`src/rtl/operand_sequencer.sv`:
```
// Operand sequencer: reads two source registers, hands them to the execute stage,
// and writes the result back. Define OPSEQ_ZERO_REG_EN to hard-wire register 0 to zero.
module operand_sequencer #(
  parameter int unsigned CNT_W = 16
) (
  input  logic             clk,
  input  logic             reset,
  input  logic             start,
  input  logic [3:0]       rs1,
  input  logic [3:0]       rs2,
  input  logic [3:0]       rd,
  input  logic             wb_en,
  output logic             busy,
  output logic [3:0]       rf_readreg,
  input  logic [31:0]      rf_readdata,
  output logic [3:0]       rf_writereg,
  output logic [31:0]      rf_writedata,
  output logic             rf_write_en,
  output logic [31:0]      op_a,
  output logic [31:0]      op_b,
  output logic             op_valid,
  input  logic             op_ready,
  input  logic [31:0]      res_data,
  input  logic             res_valid,
  output logic             done,
  output logic [CNT_W-1:0] retired
);

  typedef enum logic [2:0] {
    IDLE, RD_A, RD_B, CAP_B, ISSUE, WAIT_RES, WB
  } state_t;

  state_t     state;
  logic [3:0] rs2_q;
  logic [3:0] rd_q;
  logic       wb_en_q;
  logic       a_zero, b_zero, d_zero;
  logic       a_zero_q, b_zero_q, d_zero_q;

  // rs1 is consumed directly when the read is issued; only its zero-ness is kept.
`ifdef OPSEQ_ZERO_REG_EN
  assign a_zero = (rs1 == '0);
  assign b_zero = (rs2 == '0);
  assign d_zero = (rd  == '0);
`else
  assign a_zero = 1'b0;
  assign b_zero = 1'b0;
  assign d_zero = 1'b0;
`endif

  assign busy = (state != IDLE);

  always_ff @(posedge clk or negedge reset) begin
    if (!reset) begin
      state        <= IDLE;
      rs2_q        <= '0;
      rd_q         <= '0;
      wb_en_q      <= 1'b0;
      a_zero_q     <= 1'b0;
      b_zero_q     <= 1'b0;
      d_zero_q     <= 1'b0;
      rf_readreg   <= '0;
      rf_writereg  <= '0;
      rf_writedata <= '0;
      rf_write_en  <= 1'b0;
      op_a         <= '0;
      op_b         <= '0;
      op_valid     <= 1'b0;
      done         <= 1'b0;
      retired      <= '0;
    end else begin
      done        <= 1'b0;
      rf_write_en <= 1'b0;
      case (state)
        IDLE: begin
          if (start) begin
            rs2_q      <= rs2;
            rd_q       <= rd;
            wb_en_q    <= wb_en;
            a_zero_q   <= a_zero;
            b_zero_q   <= b_zero;
            d_zero_q   <= d_zero;
            rf_readreg <= rs1;
            state      <= RD_A;
          end
        end
        RD_A: begin
          rf_readreg <= rs2_q;
          state      <= RD_B;
        end
        RD_B: begin
          op_a       <= a_zero_q ? '0 : rf_readdata;
          rf_readreg <= '0;
          state      <= CAP_B;
        end
        CAP_B: begin
          op_b     <= b_zero_q ? '0 : rf_readdata;
          op_valid <= 1'b1;
          state    <= ISSUE;
        end
        ISSUE: begin
          if (op_ready) begin
            op_valid <= 1'b0;
            state    <= WAIT_RES;
          end
        end
        WAIT_RES: begin
          if (res_valid) begin
            rf_writedata <= res_data;
            rf_writereg  <= rd_q;
            rf_write_en  <= wb_en_q & ~d_zero_q;
            done         <= 1'b1;
            state        <= WB;
          end
        end
        WB: begin
          retired <= retired + 1'b1;
          state   <= IDLE;
        end
        default: state <= IDLE;
      endcase
    end
  end

endmodule

```
`config.mk`:
```
export PLATFORM = sky130hd
export DESIGN_NAME = operand_sequencer
export DESIGN_NICKNAME = d
export VERILOG_FILES = /design/src/rtl/operand_sequencer.sv
export SDC_FILE = /design/constraint.sdc
export NUM_CORES = 1
export LEC_CHECK = 0
export CAP_MARGIN = 25
export CORE_ASPECT_RATIO = 0.6
export CORE_UTILIZATION = 39
export CTS_BUF_LIST = sky130_fd_sc_hd__clkbuf_4 sky130_fd_sc_hd__clkbuf_8 sky130_fd_sc_hd__clkbuf_16
export CTS_CLUSTER_DIAMETER = 150
export DETAILED_ROUTE_END_ITERATION = 8
export GPL_ROUTABILITY_DRIVEN = 0
export MAX_ROUTING_LAYER = met4
export PLACE_DENSITY_LB_ADDON = 0.3
export SLEW_MARGIN = 5
export SYNTH_ARGS = -nofsm -noshare
export SYNTH_HDL_FRONTEND = slang
export SYNTH_SLANG_ARGS = --single-unit
```
`constraint.sdc`:
```
create_clock -name clk -period 1.4 [get_ports clk]
set_input_delay 0.35 -clock clk [delete_from_list [all_inputs] [get_ports clk]]
set_output_delay 0.35 -clock clk [all_outputs]
set_load 0.05 [all_outputs]
```
==> results_dict.tcl <==
set metrics [dict create \
    core_sq_um 13000 \
    final_area_sq_um 10600 \
    final_nets 781 \
    grt_pass1_wl_um 26300 \
    period_minus_slack_ns 1.73 \
    grt_util_all_layers_pct 25.8 \
    die_w_um 152 \
    final.period_utilization_pct 124 \
    clock_skew_ns 0.0108 \
    max_stage_delay_ns 0.41 \
    multiInputGateArea_sq_um 2150 \
    cts.sinks 135 \
    synthXorXnorAreaFrac_pct 2.66 \
    netlist_area_sq_um 5280 \
    antenna_found_initial 0 \
    seq_area_frac_synth_pct 64.0 \
    cp-start-kind "register" \
    antenna_cells 0 \
    crit_path_cell_trace "or3_4 > buf_6" \
    path_clk_slew_ns 0.06 \
    synth.area.mux_share_pct 15.6 \
    synth.ff_latch_count 135 \
    dieArea_sq_um 14000 \
    wl_per_cell_um 19.8 \
    yosysUniqueCellTypes 36 \
    worstPathArrival_ns 1.38 \
    path_max_fanout 2 \
    hold_viol 0 \
    synthAdderAreaFrac_pct 0.237 \
    nFillCells 688 \
    grt_pass1_vias 4606 \
    cts_buffers 17 \
    synth_top_family_by_area "multiplexers" \
    synthCells 417 \
    dpl_cell_area_sq_um 9170 \
    yosysTopAreaCell "dfrtp_1" \
    clock_latency_ns 0.41 \
    die_height_um 92.1 \
    ant_nets 0 \
    first_pass_iters 7 \
    end_kind "output pin" \
    setup-tns-final_ns -14.42 \
    avgSynthCellArea_sq_um 12.7 \
    outcome "complete, but fails checks" \
    fin_ws_ns -0.333 \
    hold-worst-slack_ns 0.408 \
    crit_required_ns 1.05 \
    synth_top_area_share_pct 64.0 \
    root_buffer "clkbuf_16" \
    start_util_pct 40.5 \
    tightest_slew_ns 0.363 \
    num_io_pins 206 \
    route.vias.total 4381 \
    max_slew_margin_pct 75.8 \
    drive_gt1_share_pct 52.5 \
    via_per_inst 4.97 \
    finalMaxSlewViolations 0 \
    hpwl_um 11200 \
    hp-class "primary input to async pin" \
    violations "design-rule violations, negative setup slack" \
    cpMaxStageDelayCell "dfrtp_2" \
    power.density_nw_per_um2 2840 \
    num_rows 32 \
    yosysWarnings 0 \
    wirelength_um 17400 \
    synth-compound-area-share_pct 1.78 \
    drv_cap 0 \
    drtIter0Drc 224 \
    grt_overflow 0 \
    p_leak_nw 4.83 \
    io_buffers 205 \
    drc_errors 18 \
    synth_simple_gate_area_share_pct 13.3 \
    total_power_mw 30.1 \
    regArea_sq_um 3400 \
    clockBufferDepth 2 \
    ir_worst_vdd_v 0.00184 \
    crit_type "register to output pin" \
    cts_htree_levels 4 \
    synth_area_leaders "dfrtp_1 (64%), mux2_2 (15%), nand2_1 (8.5%)" \
    setup_viol 122 \
    cts_tree "built" \
    rsz0062_at_grt "yes" \
    max_freq_mhz 577 \
    synthesis.nets 500 \
    area_growth_syn_to_layout_pct 101 \
    grt_max_degree 36 \
]
-- critical path: cells and delay by family, from the launching register on --
family / cells / cell delay (ns)
AND/OR/NAND/NOR: 1 / 0.40
buffers and inverters: 1 / 0.16
flip-flops: 1 / 0.41
-- synthesized netlist by cell type, drive strengths merged --
| cell type | count |
|---|---|
| dfrtp | 135 |
| nand2 | 121 |
| mux2 | 72 |
| buf | 16 |
| nor2 | 13 |
| xnor2 | 11 |
| nand4 | 6 |
| a21oi | 5 |
| inv | 5 |
| xor2 | 5 |
| a22oi | 4 |
| and3 | 3 |
| nand3b | 2 |
| nand4b | 2 |
| nor2b | 2 |
| nor3 | 2 |
| nor3b | 2 |
| o21ai | 2 |
| a211oi | 1 |
| and4 | 1 |
| ha | 1 |
| mux2i | 1 |
| nand2b | 1 |
| nand4bb | 1 |
| o21bai | 1 |
| o32ai | 1 |
| or3 | 1 |
-- cell usage in the layout (no fill, tap or decap), types with 18 or more instances in the layout --
cell type / count
dfrtp_2: 21
clkdlybuf4s50_1: 80
clkbuf_16: 18
mux2_2: 33
nand2_2: 18
mux2_4: 39
nand2_1: 95
buf_12: 139
buf_4: 32
dfrtp_1: 114
-- sequential cells by signal, indices dropped and copies added, names as in the netlist --
register	flops
rf_writereg	4
wb_en_q	1
rd_q	4
retired	16
op_a	32
op_b	32
state	3
op_valid	1
done	1
rs2_q	4
rf_write_en	1
rf_readreg	4
rf_writedata	32
-- worst paths after layout --
kind	slack, ns	from	cells after the start	endpoint
max	-0.33	state[0]	2	busy
min	0.41	reset	2	rs2_q[1]
max reg2reg	-0.32	state[0]	5	rd_q[2]
min reg2reg	0.50	rd_q[1]	2	rf_writereg[1]
max in group asynchronous	0.47	reset	3	rf_writedata[8]
min in group clk	0.47	res_data[23]	3	rf_writedata[23]
-- metrics by stage --
stage,setup WS (ns),cells,util (%)
floorplan,-0.184,417,-
global placement,-0.189,812,70.5
detailed placement,-0.235,812,70.5
CTS,-0.350,867,78.9
global route,-0.357,881,81.3
finish,-0.333,881,81.3
-- repair_timing --
| item | in CTS | in global routing |
|---|---|---|
| hold buffers | 1 | 0 |
| pin swaps | 16 | 34 |
| cloned | 10 | 1 |
| gates resized for setup | 47 | 67 |
| buffers inserted | 16 | 17 |
| endpoints found under the setup margin | 94 | 138 |
| endpoints found under the hold margin | 29 | 0 |
-- per-layer routing --
layer	track usage, %	share of wire (%)
met1	32.7	42
met2	40.1	49
met3	8.27	7.9
met4	6.89	0.88
met5	-	0
-- logic make-up after synthesis --
family	after synthesis
xor+xnor	16
flops	135
buf+inv	21
fa+ha+maj	1
mux	73
compound gates	14
simple gates	157
-- area by class of cell --
cell class / count / share of cell area (%)
clock buffer: 19 / 4.22
clock inverter: 13 / 0.946
inverter: 5 / 0.296
multi-input combinational: 262 / 20.3
sequential: 135 / 32.2
tap: 170 / 2.01
timing repair buffer: 277 / 40.1
-- power breakdown --
group	switching, mW	internal, mW
Combinational	8.84	9.48
Sequential	1.99	5.67
Clock	1.75	2.34
Power figures use the tool's default switching activity.
